[config.mk]
export PLATFORM = sky130hd
export DESIGN_NAME = sb_tracker
export DESIGN_NICKNAME = d
export VERILOG_FILES = /design/src/rtl/sb_tracker_pkg.sv /design/src/rtl/sb_entry.sv /design/src/rtl/sb_tracker.sv
export SDC_FILE = /design/constraint.sdc
export NUM_CORES = 1
export LEC_CHECK = 0
export CELL_PAD_IN_SITES_DETAIL_PLACEMENT = 0
export CELL_PAD_IN_SITES_GLOBAL_PLACEMENT = 1
export CORE_UTILIZATION = 40
export DETAILED_ROUTE_END_ITERATION = 7
export PLACE_DENSITY = 0.78
export SETUP_SLACK_MARGIN = 0.1
export SLEW_MARGIN = 20
export SYNTH_ARGS = -nofsm -noshare
export SYNTH_HDL_FRONTEND = slang
export SYNTH_SLANG_ARGS = --single-unit
[constraint.sdc]
create_clock -name clk -period 9.1 [get_ports clk]
set_clock_uncertainty 0.1 [all_clocks]
set_input_delay 0.91 -clock clk [delete_from_list [all_inputs] [get_ports clk]]
set_output_delay 0.91 -clock clk [all_outputs]
set_load 0.05 [all_outputs]
[src/rtl/sb_tracker_pkg.sv]
// Shared definitions for the scoreboard tracker: widths, stage bit
// positions, accept-mask constants and the operand-ready helper.
package sb_tracker_pkg;

   localparam int REG_ADDR_W = 5;
   localparam int NUM_REGS   = 32;
   localparam int STAGE_W    = 3;
   localparam int SB_DATA_W  = 6;
   localparam int NUM_SLOTS  = 2;
   localparam int NUM_READS  = 4;

   // Bit index of each pipeline stage inside a one-hot position
   localparam int STAGE_EX  = 0;
   localparam int STAGE_MEM = 1;
   localparam int STAGE_WB  = 2;

   localparam logic [STAGE_W-1:0] POS_NONE  = 3'b000;
   localparam logic [STAGE_W-1:0] POS_EX    = 3'b001;
   localparam logic [STAGE_W-1:0] MASK_NONE = 3'b000;
   localparam logic [STAGE_W-1:0] MASK_ALU  = 3'b111;
   localparam logic [STAGE_W-1:0] MASK_LONG = 3'b110;

   typedef logic [REG_ADDR_W-1:0] reg_addr_t;

   // One scoreboard entry; packs as {position, accept_mask}
   typedef struct packed {
      logic [STAGE_W-1:0] position;
      logic [STAGE_W-1:0] accept_mask;
   } sb_data_t;

   // An operand is obtainable when it already sits in the regfile or the
   // stage currently holding it is one that can forward it.
   function automatic logic operand_ready(input sb_data_t e);
      return (e.position == POS_NONE) ||
             ((e.position & e.accept_mask) != 3'b000);
   endfunction

endpackage

[src/rtl/sb_entry.sv]
// Tracking state of one architectural register: where its youngest
// producer is in the pipeline and from which stages it can be forwarded.
module sb_entry
   import sb_tracker_pkg::*;
(
   input  logic                 clk,
   input  logic                 rst,
   input  logic                 stall,
   input  logic                 flush,
   input  logic                 set_en,
   input  logic                 set_long,
   output logic [SB_DATA_W-1:0] entry_o,
   output logic                 busy_next_o
);

   sb_data_t entry_d;
   sb_data_t entry_q;

   // Next state: flush clears, stall holds, a new producer restarts at EX,
   // otherwise the producer advances one stage (WB retires it).
   always_comb begin
      entry_d = entry_q;
      if (flush) begin
         entry_d.position    = POS_NONE;
         entry_d.accept_mask = MASK_NONE;
      end else if (stall) begin
         entry_d = entry_q;
      end else if (set_en) begin
         entry_d.position    = POS_EX;
         entry_d.accept_mask = set_long ? MASK_LONG : MASK_ALU;
      end else begin
         entry_d.position = {entry_q.position[STAGE_MEM:STAGE_EX], 1'b0};
         if (entry_q.position[STAGE_WB]) begin
            entry_d.accept_mask = MASK_NONE;
         end else begin
            entry_d.accept_mask = entry_q.accept_mask;
         end
      end
   end

   // Entry register with synchronous reset
   always_ff @(posedge clk) begin
      if (rst) begin
         entry_q <= 6'b000000;
      end else begin
         entry_q <= entry_d;
      end
   end

   assign entry_o     = entry_q;
   assign busy_next_o = (entry_d.position != POS_NONE);

endmodule

[src/rtl/sb_tracker.sv]
// Dual-issue register scoreboard: decodes issue requests into per-register
// set strobes, serves four operand lookups and counts in-flight registers.
module sb_tracker
   import sb_tracker_pkg::*;
(
   input  logic                                 clk,
   input  logic                                 rst,
   input  logic                                 stall,
   input  logic                                 flush,
   input  logic [NUM_SLOTS-1:0]                 issue_valid,
   input  logic [NUM_SLOTS-1:0][REG_ADDR_W-1:0] issue_dest,
   input  logic [NUM_SLOTS-1:0]                 issue_long,
   input  logic [NUM_READS-1:0][REG_ADDR_W-1:0] read_addr,
   output logic [NUM_READS-1:0][SB_DATA_W-1:0]  read_data,
   output logic [NUM_READS-1:0]                 read_ready,
   output logic [5:0]                           inflight_cnt
);

   logic [SB_DATA_W-1:0] entry_s     [NUM_REGS];
   logic                 busy_next_s [NUM_REGS];
   logic                 set_en_s    [NUM_REGS];
   logic                 set_long_s  [NUM_REGS];
   logic [5:0]           cnt_d;
   logic [5:0]           cnt_q;

   // Issue decode: slot 1 is younger, so it wins when both name the same register
   always_comb begin
      for (int r = 0; r < NUM_REGS; r++) begin
         set_en_s[r]   = 1'b0;
         set_long_s[r] = 1'b0;
         if (r == 0) begin
            set_en_s[r]   = 1'b0;
            set_long_s[r] = 1'b0;
         end else if (issue_valid[1] && (issue_dest[1] == reg_addr_t'(r))) begin
            set_en_s[r]   = 1'b1;
            set_long_s[r] = issue_long[1];
         end else if (issue_valid[0] && (issue_dest[0] == reg_addr_t'(r))) begin
            set_en_s[r]   = 1'b1;
            set_long_s[r] = issue_long[0];
         end else begin
            set_en_s[r]   = 1'b0;
            set_long_s[r] = 1'b0;
         end
      end
   end

   // r0 is hard-wired: never in flight
   assign entry_s[0]     = 6'b000000;
   assign busy_next_s[0] = 1'b0;

   for (genvar g = 1; g < NUM_REGS; g++) begin : g_entry
      sb_entry u_entry (
         .clk         (clk),
         .rst         (rst),
         .stall       (stall),
         .flush       (flush),
         .set_en      (set_en_s[g]),
         .set_long    (set_long_s[g]),
         .entry_o     (entry_s[g]),
         .busy_next_o (busy_next_s[g])
      );
   end

   // Operand lookups from current state only
   always_comb begin
      for (int k = 0; k < NUM_READS; k++) begin
         read_data[k]  = entry_s[read_addr[k]];
         read_ready[k] = operand_ready(sb_data_t'(entry_s[read_addr[k]]));
      end
   end

   // Population count over next-state entries so the registered count lines up with read_data
   always_comb begin
      cnt_d = 6'd0;
      for (int r = 0; r < NUM_REGS; r++) begin
         cnt_d = cnt_d + {5'd0, busy_next_s[r]};
      end
   end

   // In-flight count register with synchronous reset
   always_ff @(posedge clk) begin
      if (rst) begin
         cnt_q <= 6'd0;
      end else begin
         cnt_q <= cnt_d;
      end
   end

   assign inflight_cnt = cnt_q;

endmodule

[Word level (Yosys, flattened, before mapping)]
Index checks and enable logic that the tools add are counted.
Storage, ports and cells
  input bits: 38
  register bits: 192
  output and inout port bits: 34
  word-level logic and storage cells: 627
Operators by class
  $add $sub $neg: 30
  bitwise operators: 9
  reductions and logical operators: 168
  eq/ne operators: 62
  $lt $le $gt $ge: 4
  muxes and demuxes: 291
Operator list (number)
  $mux 6: 101
  $eq 5x5->1 const B: 32
  $mux 1: 155
  $add 6x1->6: 25
  $bmux 6 s5: 4
  $reduce_bool 3->1: 35
  $mux 3: 31
  $eq 5x4->1 const B: 16
  $logic_and 1x1->1: 62
  $reduce_and 2->1: 31
  $reduce_bool 2->1: 31
  $eq 5x3->1 const B: 8
  $ge 6x6->1 const B: 4
  $not 5->6: 4
  $eq 5x2->1 const B: 4
  $and 3x3->3: 4
  $logic_not 3->1: 4
  $eq 5x1->1 const B: 2
  $add 5x1->6: 1
  $add 4x1->5: 1
  $add 3x1->4: 1
  $logic_or 1x1->1: 4
  $add 2x1->3: 1
  $add 1x1->2: 1
  other kinds (2): 2

[Logic depth before layout (Yosys ltp)]
Gate-level depths: netlist of run 1.
  word-level depth: 39
  mapped depth: 23
  gate-level depth less buffers: 22

[Modules after synthesis]
Synthesis of run 1 repeated with hierarchy kept, for this count alone.
Second synthesis, totals
  cells, all modules: 1792
  area total of the unflattened synthesis: 15237.1 µm²
Modules (own cells, without submodules)
  sb_tracker: times used 1, cells an instance 986, sequential area each 120.1 µm², area an instance 8526.9 µm²
  sb_entry: times used 31, cells an instance 26, sequential area each 100.1 µm², area an instance 216.5 µm²

[Least setup slack after synthesis of run 1]
Ideal clock, no wire load.
  path kind: input to register
  from: input port issue_dest[7] in the netlist's numbering
  to: register cnt_q[4] (netlist: inflight_cnt[4])
  data arrival time: 6.633 ns
  required time: 8.886 ns
  setup time: 0.114 ns
  path buffers: 1
  stages: 20
  slack: 2.253 ns
  cell sequence: clkbuf_1 > nor3_1 > nand2_1 > a21oi_1 > o21ai_0 > fa_1 > fa_1 > inv_1 > fa_1 > fa_1 > fa_1 > inv_1 > fa_1 > inv_1 > fa_1 > fa_1 > a21o_1 > a21oi_1 > xor2_1 > nor2_1
On the way
  longest elaborated chain between the ends: 37
  elaborated cells between the ends (all ways): 247
  those cells by class: add/sub (30); eq/ne (31); mux (124); reduce/logical (62)
Ends and longest elaborated chain
  start: declaration: line sb_tracker.sv:11  | input logic [NUM_SLOTS-1:0][REG_ADDR_W-1:0] issue_dest,
  $eq 5x1->1 / $eq 5x2->1 (equally long branches): line sb_tracker.sv:34  | end else if (issue_valid[1] && (issue_dest[1] == reg_addr_t'(r))) begin
  $logic_and 1x1->1: line sb_tracker.sv:34
  $mux 1: line sb_tracker.sv:34
  $mux 6: line sb_entry.sv:28  | end else if (set_en) begin
  $mux 6: line sb_entry.sv:26  | end else if (stall) begin
  $mux 6: line sb_entry.sv:23  | if (flush) begin
  $reduce_bool 3->1: line sb_entry.sv:51  | assign busy_next_o = (entry_d.position != POS_NONE);
  $add 1x1->2: line sb_tracker.sv:76  | cnt_d = cnt_d + {5'd0, busy_next_s[r]};
  $add 2x1->3: line sb_tracker.sv:76
  $add 3x1->4: line sb_tracker.sv:76
  $add 4x1->5: line sb_tracker.sv:76
  $add 5x1->6: line sb_tracker.sv:76
  $add 6x1->6 (24 in series): line sb_tracker.sv:76
  $add 6x1->6 (*): line sb_tracker.sv:76
  end signal: assignment: line sb_tracker.sv:85  | cnt_q <= cnt_d;
  end: declaration: line sb_tracker.sv:24  | logic [5:0] cnt_q;
Mark *: on every way between the ends. The rest lies on a longest branch, timed or not.
A chain may end at the register's enable or synchronous reset.

[Worst setup path after layout of run 1]
Ends and elaborated chain as after synthesis.

==> results of run 1 <==
-- path summary, 6_finish.rpt --
| check | depth (start not counted) | slack, ns | to |
|---|---|---|---|
| worst max-delay path | 22 | 1.62 | inflight_cnt[4] |
| worst min-delay path | 2 | 0.37 | g_entry[9].u_entry.entry_o[5] |
| worst max register to register | 18 | 3.17 | inflight_cnt[4] |
| worst min register to register | 2 | 0.37 | g_entry[9].u_entry.entry_o[5] |
-- cell families after synthesis --
kind of cell	count (synthesis)	share of synthesized area, %
AO/OA/AOI/OAI	360	16.9
XOR/XNOR	3	0.196
adder cells (fa/ha/maj)	30	4.08
buffers and inverters	192	6.06
flip-flops	161	24.0
multiplexers	240	31.4
AND/OR/NAND/NOR	499	17.4
-- critical path: cells and delay by family --
kind | cells | cell delay (ns)
AOI/OAI and AO/OA | 3 | 0.64
xor gates and xnor gates | 1 | 0.16
adders and majority gates | 8 | 3.87
buffers and inverters | 4 | 0.71
and+or+nand+nor | 6 | 1.43
-- stage by stage --
step	instance area, um2	power (mW)
2_1_floorplan	13400	1.04
4_1_cts	14900	1.92
5_1_grt	14900	1.98
6_report	14900	1.92
3_3_place_gp	14300	1.18
3_5_place_dp	14300	1.18
-- area by class of cell --
class	count	area (um2)
Clock buffer	19	433
Clock inverter	12	148
Fill cell	3185	17900
Inverter	63	239
Multi-Input combinational cell	1132	9410
Sequential cell	161	3220
Tap cell	442	553
Timing Repair Buffer	101	906
-- cells in the final DEF, fill, tap and decap left out, drive strengths merged, types with 13 or more instances in the layout --
master / Yosys / routed
mux2i: 57 / 57
mux2: 42 / 42
a21oi: 152 / 152
mux4: 141 / 141
nand2: 135 / 135
a211oi: 42 / 42
dfxtp: 161 / 161
inv: 62 / 68
o21ai: 39 / 39
nor2b: 25 / 25
a21o: 13 / 13
nand2b: 13 / 13
nand3: 79 / 79
nor3: 32 / 32
clkbuf: 83 / 19
fa: 23 / 23
nor3b: 14 / 14
o31ai: 17 / 17
o22ai: 19 / 19
buf: 46 / 39
nor2: 155 / 155
clkdlybuf4s50: 0 / 62
-- state kept, by name, indices dropped and copies added, names as in the netlist --
signal                   flops
g_entry.u_entry.entry_o    155
inflight_cnt                 6
-- routing by layer --
layer,vias to the layer above,global-route usage [%],part of all wire [%]
li1,5550,-,-
met3,134,8.67,13
met4,2,14.5,5.0
met2,911,46.2,43
met1,6195,42.0,39
met5,-,0,0.023
-- report_power, final --
group	leakage (nW)	internal, mW	switching (mW)
sequential	1.30	0.716	0.0147
combinational	3.49	0.158	0.284
clock	0.277	0.410	0.340
-- cell usage after synthesis, types with 19 or more instances --
| master | instances |
|---|---|
| nor3_1 | 32 |
| buf_2 | 21 |
| o22ai_1 | 19 |
| fa_1 | 23 |
| nand3_1 | 79 |
| dfxtp_1 | 161 |
| a211oi_1 | 42 |
| clkbuf_1 | 83 |
| nor2b_1 | 25 |
| nand2_1 | 135 |
| a21oi_1 | 152 |
| inv_1 | 62 |
| mux2_2 | 39 |
| mux4_2 | 141 |
| o21ai_0 | 39 |
| mux2i_1 | 57 |
| nor2_1 | 155 |
==> impl_metrics.py, run 1 <==
metrics = {
    "timing": {
        "fin_ws_ns": 1.62,
        "setup_violations": 0,
        "rsz0062_at_grt": "false",
        "setup_tns_ns": 0,
        "relSlewSlack_pct": 18.8,
        "worst_slew_pin_slew_ns": 1.21,
        "finalCriticalPeriod_ns": 7.48,
        "fmax_mhz": 134,
        "fin_crit_sh_pct": 82.2,
        "finalMaxSlewViolations": 0,
        "hold_viol_final": 0,
        "hold_ws_ns": 0.365,
    },
    "clock_tree": {
        "htreeDepth": 4,
        "cts_made_buffers": 17,
        "hold_buffers": 0,
        "post-cts-setup-buffers": 0,
        "clkTransAtPathRegs_ns": 0.07,
        "cts_tree": "yes",
        "cts-resized-gates": 0,
        "cts_max_path_buffers": 2,
        "root_buffer": "clkbuf_16",
        "cts_sinks": 161,
        "clk_latency_ns": 0.44,
    },
    "power_and_ir_drop": {
        "power_density_nw_per_um2": 129,
        "peakVddDrop_v": 0.000156,
        "power.leakage_nw": 5.06,
    },
    "worst_setup_path": {
        "slowest_stage": "nor4b_1",
        "max_stage_delay_ns": 0.65,
        "crit_path_end_kind": "flip-flop",
        "path_cells": "clkdlybuf4s50_1, nor4b_1, nand2_1, nand2_1, nor2_1, o21ai_0, nand2_1, fa_1, inv_1, fa_1, fa_1, fa_1, fa_1, inv_1, fa_1, inv_1, fa_1, fa_1, a21o_1, a21oi_1, xor2_1, nor2_1",
        "reg2reg_from": "g_entry[1].u_entry.entry_o[5]",
        "path_common_cell": "fa_1",
        "path_max_fanout": 8,
        "cp.required_ns": 9.33,
        "crit_start": "issue_dest[7]",
        "path_class": "input port to flip-flop",
        "arrival_ns": 7.72,
        "cp-start-kind": "input port",
    },
    "synth": {
        "yosysTopAreaCell": "dfxtp_1",
        "ys_ff_latch": 161,
        "synth_warnings": 0,
        "synthArstFlopShare_pct": 0,
        "yosys-top-cells-area": "dfxtp_1 (24%), mux4_2 (24%), a21oi_1 (5.7%), nor2_1 (4.3%), mux2i_1 (4.2%)",
        "seq_area_frac_synth_pct": 24.0,
        "synthFlopType": "dfxtp_1",
        "synth_area_per_cell_um2": 9.05,
        "synth_fp_nets": 1553,
        "synth_edf_count": 0,
        "synth_area_um2": 13400,
        "yosysUniqueCellTypes": 62,
        "syn_inst": 1485,
        "synth_top_area_share_pct": 24.0,
    },
    "placed_design": {
        "hpwl_um": 38200,
        "dp_cells": 1899,
        "place_congestion": 0.995,
        "dpl_worst_slack_ns": 1.24,
        "io_buffers": 71,
    },
    "floorplan": {
        "start_util_pct": 41.0,
        "fp.coreArea_um2": 32800,
        "dieArea_um2": 34300,
        "io-pin-count": 72,
        "std_cell_rows": 66,
        "die_y_um": 185,
        "die_width_um": 185,
    },
    "drt": {
        "wl_um": 52400,
        "avgRoutedWirePerCell_um": 27.1,
        "ant_nets": 0,
        "drc": 0,
        "drtIter0Drc": 1755,
        "routed_via_density": 6.63,
        "firstDrtPassIters": 7,
        "vias": 12792,
    },
    "min_path": {
        "worst_hold_path_type": "flip-flop to flip-flop",
        "min_from": "g_entry[9].u_entry.entry_o[5]",
    },
    "global_routing": {
        "grt_usage_pct": 31.2,
        "overflow": 0,
        "grt_pass1_vias": 11749,
        "grt_max_degree": 108,
        "grt_pass1_wl_um": 77700,
        "antenna_found_initial": 1,
    },
    "cells_and_area": {
        "finalNonFillerCells": 1930,
        "syn2layout_area_growth_pct": 11.0,
        "final_util_pct": 45.5,
        "diodes": 0,
        "drive_gt1_share_pct": 17.3,
        "nets": 1544,
    },
    "status": {
        "run_status": "finished, final reports clean",
    },
    "run": {
        "max_cap_violations": 0,
    },
}
(Power assumes the default switching activity.)
==> inputs of run 2 (changes only) <==
Settings changed: PLACE_DENSITY 0.78 to 0.81.
Clock period 9.1 ns to 6.3 ns, I/O delays scaled along.
==> run 2 against run 1 <==
  * Die area unchanged
  * Register-to-register slack worse by 2.7 ns
  * Via count up 9.4%
  * Setup slack worse by 1.5 ns
  * Worst hold slack better by 0.021 ns
  * Cell area up 12%
  * Combinational power up 65%
  * First-iteration DRC count up 18%
  * Non-clock buffer count up 201
  * Total power up 49%
  * Sequential cell count unchanged
  * Cell count up 11%
  * Largest power group unchanged
==> impl_metrics.py, run 2 (same netlist as run 1, synthesis figures left out) <==
metrics = {
    "worst_setup_path": {
        "rrSetupSlack_ns": 0.43,
        "cp-start-kind": "input port",
        "arrival_ns": 6.47,
        "crit_path_end_kind": "flip-flop",
        "cp.required_ns": 6.53,
        "path_max_fanout": 4,
        "path_class": "input port to flip-flop",
    },
    "drt": {
        "vias": 13994,
        "avgRoutedWirePerCell_um": 26.8,
        "wl_um": 57300,
        "routed_via_density": 6.56,
        "drtIter0Drc": 2073,
        "firstDrtPassIters": 6,
        "drc": 0,
        "ant_nets": 0,
    },
    "timing": {
        "setup_violations": 0,
        "fmax_mhz": 161,
        "hold_viol_final": 0,
        "finalCriticalPeriod_ns": 6.23,
        "worst_slew_pin_slew_ns": 1.19,
        "relSlewSlack_pct": 20.1,
        "fin_crit_sh_pct": 98.9,
        "finalMaxSlewViolations": 0,
        "rsz0062_at_grt": "true",
    },
    "global_routing": {
        "grt_pass1_wl_um": 85500,
        "grt_max_degree": 78,
        "antenna_found_initial": 1,
        "overflow": 0,
        "grt_usage_pct": 34.3,
        "grt_pass1_vias": 13107,
    },
    "power_and_ir_drop": {
        "design_power_total_mw": 2.87,
        "peakVddDrop_v": 0.000189,
        "power_density_nw_per_um2": 171,
        "power.leakage_nw": 6.14,
    },
    "cells_and_area": {
        "layout_common_cells": "buf_4 (220), dfxtp_1 (161), nor2_1 (145), a21oi_1 (142), mux4_2 (141)",
        "seq_area_um2": 3220,
        "final_area_um2": 16700,
        "drive_gt1_share_pct": 31.2,
        "fillers": 3012,
        "finalNonFillerCells": 2133,
        "final_util_pct": 51.1,
        "multi_input_area_um2": 9700,
        "nets": 1745,
        "largest_reg_flops": 155,
        "syn2layout_area_growth_pct": 24.6,
        "final_common_cell": "buf_4",
    },
    "clock_tree": {
        "root_buffer": "clkbuf_16",
        "clk_latency_ns": 0.45,
        "cts_sinks": 161,
        "cts_made_buffers": 17,
        "cts_max_path_buffers": 2,
        "cts_tree": "yes",
        "clkTransAtPathRegs_ns": 0.08,
        "htreeDepth": 4,
    },
    "floorplan": {
        "die_y_um": 185,
        "start_util_pct": 41.0,
        "std_cell_rows": 66,
        "fp.coreArea_um2": 32800,
        "io-pin-count": 72,
        "dieArea_um2": 34300,
        "die_width_um": 185,
    },
    "placed_design": {
        "hpwl_um": 42600,
        "post_dp_cell_area_um2": 15600,
        "place_congestion": 0.997,
        "dp_cells": 2047,
        "io_buffers": 71,
    },
    "min_path": {
        "worst_hold_path_type": "flip-flop to flip-flop",
    },
    "status": {
        "run_status": "finished, final reports clean",
    },
    "run": {
        "max_cap_violations": 0,
    },
}
## run 2: metal layers
metal  share of wire (%)  global-route usage, %
met1                  38                   45.2
met2                  43                   51.7
met3                  13                   8.97
met4                 5.7                   17.3
met5                   0                      0
## run 2: final timing paths
kind                                                     start                            end  depth (start not counted)
worst min register to register   g_entry[9].u_entry.entry_o[5]  g_entry[9].u_entry.entry_o[5]                          2
worst max register to register  g_entry[18].u_entry.entry_o[4]                inflight_cnt[4]                         19
worst max-delay path                             issue_dest[9]                inflight_cnt[4]                         24
worst min-delay path             g_entry[9].u_entry.entry_o[5]  g_entry[9].u_entry.entry_o[5]                          2
## run 2: area by class of cell
| type | count | share of cell area (%) |
|---|---|---|
| timing repair buffer | 302 | 14.5 |
| antenna | 1 | 0.0149 |
| clock inverter | 14 | 0.964 |
| multi-input combinational | 1132 | 57.9 |
| sequential | 161 | 19.2 |
| tap | 442 | 3.30 |
| inverter | 63 | 1.43 |
| clock buffer | 18 | 2.62 |
## run 2: worst max-delay path, cell delays in order
cell	delay, ns
clkbuf_2	0.10
buf_6	0.13
buf_4	0.14
nand4b_1	0.22
nor2_2	0.09
a21o_1	0.19
mux2i_1	0.23
a21oi_2	0.11
fa_1	0.53
inv_2	0.04
fa_1	0.53
inv_1	0.05
fa_1	0.50
fa_1	0.51
fa_1	0.51
inv_2	0.04
fa_1	0.53
inv_1	0.05
fa_2	0.37
fa_2	0.40
a21o_1	0.19
a21oi_2	0.14
xor2_1	0.15
nor2_1	0.06
## run 2: power breakdown
group	internal [mW]	switching [mW]	total (mW)
Sequential	1.03	0.0202	1.05
Clock	0.545	0.540	1.08
Combinational	0.288	0.442	0.730
Total	1.87	1.00	2.87
## run 2: what timing repair did
action	4_1_cts	5_1_grt
gates resized for setup	40	53
hold buffers	0	0
buffers inserted	42	13
endpoints found under the setup margin	5	6
pin swaps	21	42
## run 2: per-stage QoR
step	TNS (ns)	worst slack, ns	hold slack, ns
floorplan	0	0.124	0.342
global placement	-2.83	-0.777	0.358
detailed placement	-2.94	-0.800	0.380
CTS	-0.0371	-0.0371	0.391
global route	-0.117	-0.117	0.422
finish	0	0.0698	0.386
==> inputs of run 3 (changes only) <==
Settings changed: CTS_BUF_LIST set to sky130_fd_sc_hd__clkbuf_16, CTS_CLUSTER_SIZE set to 12.
==> run 3 against run 2 <==
  * Fmax up 0.52%
  * Utilization up 0.057 points
  * Largest power group unchanged
  * Clock-buffer cell count down 1
  * Critical endpoint unchanged
==> impl_metrics.py, run 3 (same netlist as run 1, synthesis figures left out) <==
metrics = {
    "worst_setup_path": {
        "cp-start-kind": "input port",
        "max_stage_delay_ns": 0.56,
        "arrival_ns": 6.43,
        "path_cells": "clkbuf_2, buf_6, buf_4, nand4b_1, nor2_2, a21o_1, mux2i_2, a21oi_2, fa_1, inv_2, fa_1, inv_1, fa_1, fa_1, fa_1, inv_2, fa_1, inv_1, fa_2, fa_2, a21o_1, a21oi_2, xor2_1, nor2_1",
        "cp_num_buf_inv": 7,
        "cp.required_ns": 6.54,
        "path_max_fanout": 4,
        "crit_path_end_kind": "flip-flop",
        "path_common_cell": "fa_1",
        "slowest_stage": "fa_1",
        "crit_family": "adder cells",
        "path_class": "input port to flip-flop",
    },
    "cells_and_area": {
        "nets": 1747,
        "diodes": 0,
        "fillers": 3002,
        "multi_input_area_um2": 9690,
        "final_common_cell": "buf_4",
        "seq_area_um2": 3220,
        "final_util_pct": 51.1,
        "syn2layout_area_growth_pct": 24.7,
        "largest_reg_flops": 155,
        "final_area_um2": 16800,
        "layout_common_cells": "buf_4 (216), dfxtp_1 (161), nor2_1 (146), a21oi_1 (143), mux4_2 (141)",
        "drive_gt1_share_pct": 31.1,
    },
    "floorplan": {
        "io-pin-count": 72,
        "die_width_um": 185,
        "fp.coreArea_um2": 32800,
        "die_y_um": 185,
        "start_util_pct": 41.0,
        "std_cell_rows": 66,
        "dieArea_um2": 34300,
    },
    "timing": {
        "finalCriticalPeriod_ns": 6.20,
        "setup_violations": 0,
        "rsz0062_at_grt": "true",
        "hold_ws_ns": 0.387,
        "fmax_mhz": 161,
        "relSlewSlack_pct": 18.9,
        "hold_viol_final": 0,
        "finalMaxSlewViolations": 0,
        "worst_slew_pin_slew_ns": 1.21,
        "fin_crit_sh_pct": 98.4,
    },
    "placed_design": {
        "hpwl_um": 42600,
        "io_buffers": 71,
        "post_dp_cell_area_um2": 15600,
        "place_congestion": 0.997,
    },
    "clock_tree": {
        "cts_max_path_buffers": 2,
        "cts_sinks": 161,
        "clkTransAtPathRegs_ns": 0.08,
        "clk_latency_ns": 0.45,
        "root_buffer": "clkbuf_16",
        "htreeDepth": 4,
        "cts_made_buffers": 17,
        "cts_tree": "yes",
        "hold_buffers": 0,
    },
    "drt": {
        "routed_via_density": 6.50,
        "firstDrtPassIters": 6,
        "avgRoutedWirePerCell_um": 26.8,
        "drtIter0Drc": 2113,
        "wl_met3_um": 7090,
        "drc": 0,
        "top_layer_used": "met5",
        "wl_um": 57100,
        "wl_met2_um": 25000,
        "ant_nets": 0,
        "wl_met1_um": 22000,
        "vias": 13877,
    },
    "global_routing": {
        "grt_max_degree": 78,
        "antenna_found_initial": 1,
        "grt_pass1_wl_um": 85400,
        "grt_usage_pct": 34.3,
        "overflow": 0,
        "grt_pass1_vias": 13094,
    },
    "power_and_ir_drop": {
        "power_density_nw_per_um2": 170,
        "power.leakage_nw": 6.15,
        "peakVddDrop_v": 0.000190,
    },
    "min_path": {
        "worst_hold_path_type": "flip-flop to flip-flop",
    },
    "run": {
        "max_cap_violations": 0,
    },
    "status": {
        "run_status": "finished, final reports clean",
    },
}
run 3: final timing paths:
kind / cells past startpoint / startpoint / slack (ns) / endpoint
setup / recovery: 24 / issue_dest[9] / 0.10 / inflight_cnt[4]
hold / removal: 2 / g_entry[9].u_entry.entry_o[5] / 0.39 / g_entry[9].u_entry.entry_o[5]
setup reg to reg: 19 / g_entry[18].u_entry.entry_o[4] / 0.40 / inflight_cnt[4]
hold reg to reg: 2 / g_entry[9].u_entry.entry_o[5] / 0.39 / g_entry[9].u_entry.entry_o[5]
run 3: routing by layer:
metal,GRT usage [%],vias to the layer above
met2,51.7,987
li1,-,5961
met3,9.20,173
met4,17.1,2
met5,0,-
met1,45.1,6754
run 3: worst reg2reg max path, cell delays in order, from the launching register on:
cell and delay [ns]:
dfxtp_1 0.47, a2111oi_2 0.40, buf_4 0.19, nor2_1 0.05, fa_1 0.52, inv_2 0.04
fa_1 0.50, inv_1 0.05, fa_1 0.50, fa_1 0.51, fa_1 0.51, inv_2 0.04
fa_1 0.53, inv_1 0.05, fa_2 0.37, fa_2 0.40, a21o_1 0.19, a21oi_2 0.14
xor2_1 0.15, nor2_1 0.06
run 3: what timing repair did:
| action | 4_1_cts | 5_1_grt |
|---|---|---|
| endpoints found under the setup margin | 5 | 6 |
| gates resized for setup | 41 | 56 |
| pin swaps | 21 | 44 |
| cloned | 0 | 0 |
| setup buffers | 42 | 14 |
run 3: where the power goes:
group	switching [mW]	internal [mW]
combinational	0.441	0.288
clock	0.541	0.532
sequential	0.0202	1.03
total	1.00	1.85
run 3: area by class of cell:
| class | count | area share [%] |
|---|---|---|
| Multi-Input combinational cell | 1132 | 57.8 |
| Sequential cell | 161 | 19.2 |
| Timing Repair Buffer | 304 | 14.7 |
| Tap cell | 442 | 3.30 |
| Clock buffer | 17 | 2.54 |
| Inverter | 63 | 1.43 |
| Clock inverter | 15 | 0.985 |
run 3: through the flow:
step / power, mW / std cells / setup TNS, ns / setup WS, ns
final: 2.86 / 2134 / 0 / 0.102
after global routing: 2.96 / 2134 / -0.0928 / -0.0928
after detailed placement: 1.76 / 2047 / -2.94 / -0.800
after global placement: 1.76 / 2047 / -2.83 / -0.777
after floorplan: 1.51 / 1485 / 0 / 0.124
after CTS: 2.84 / 2121 / -0.0372 / -0.0372
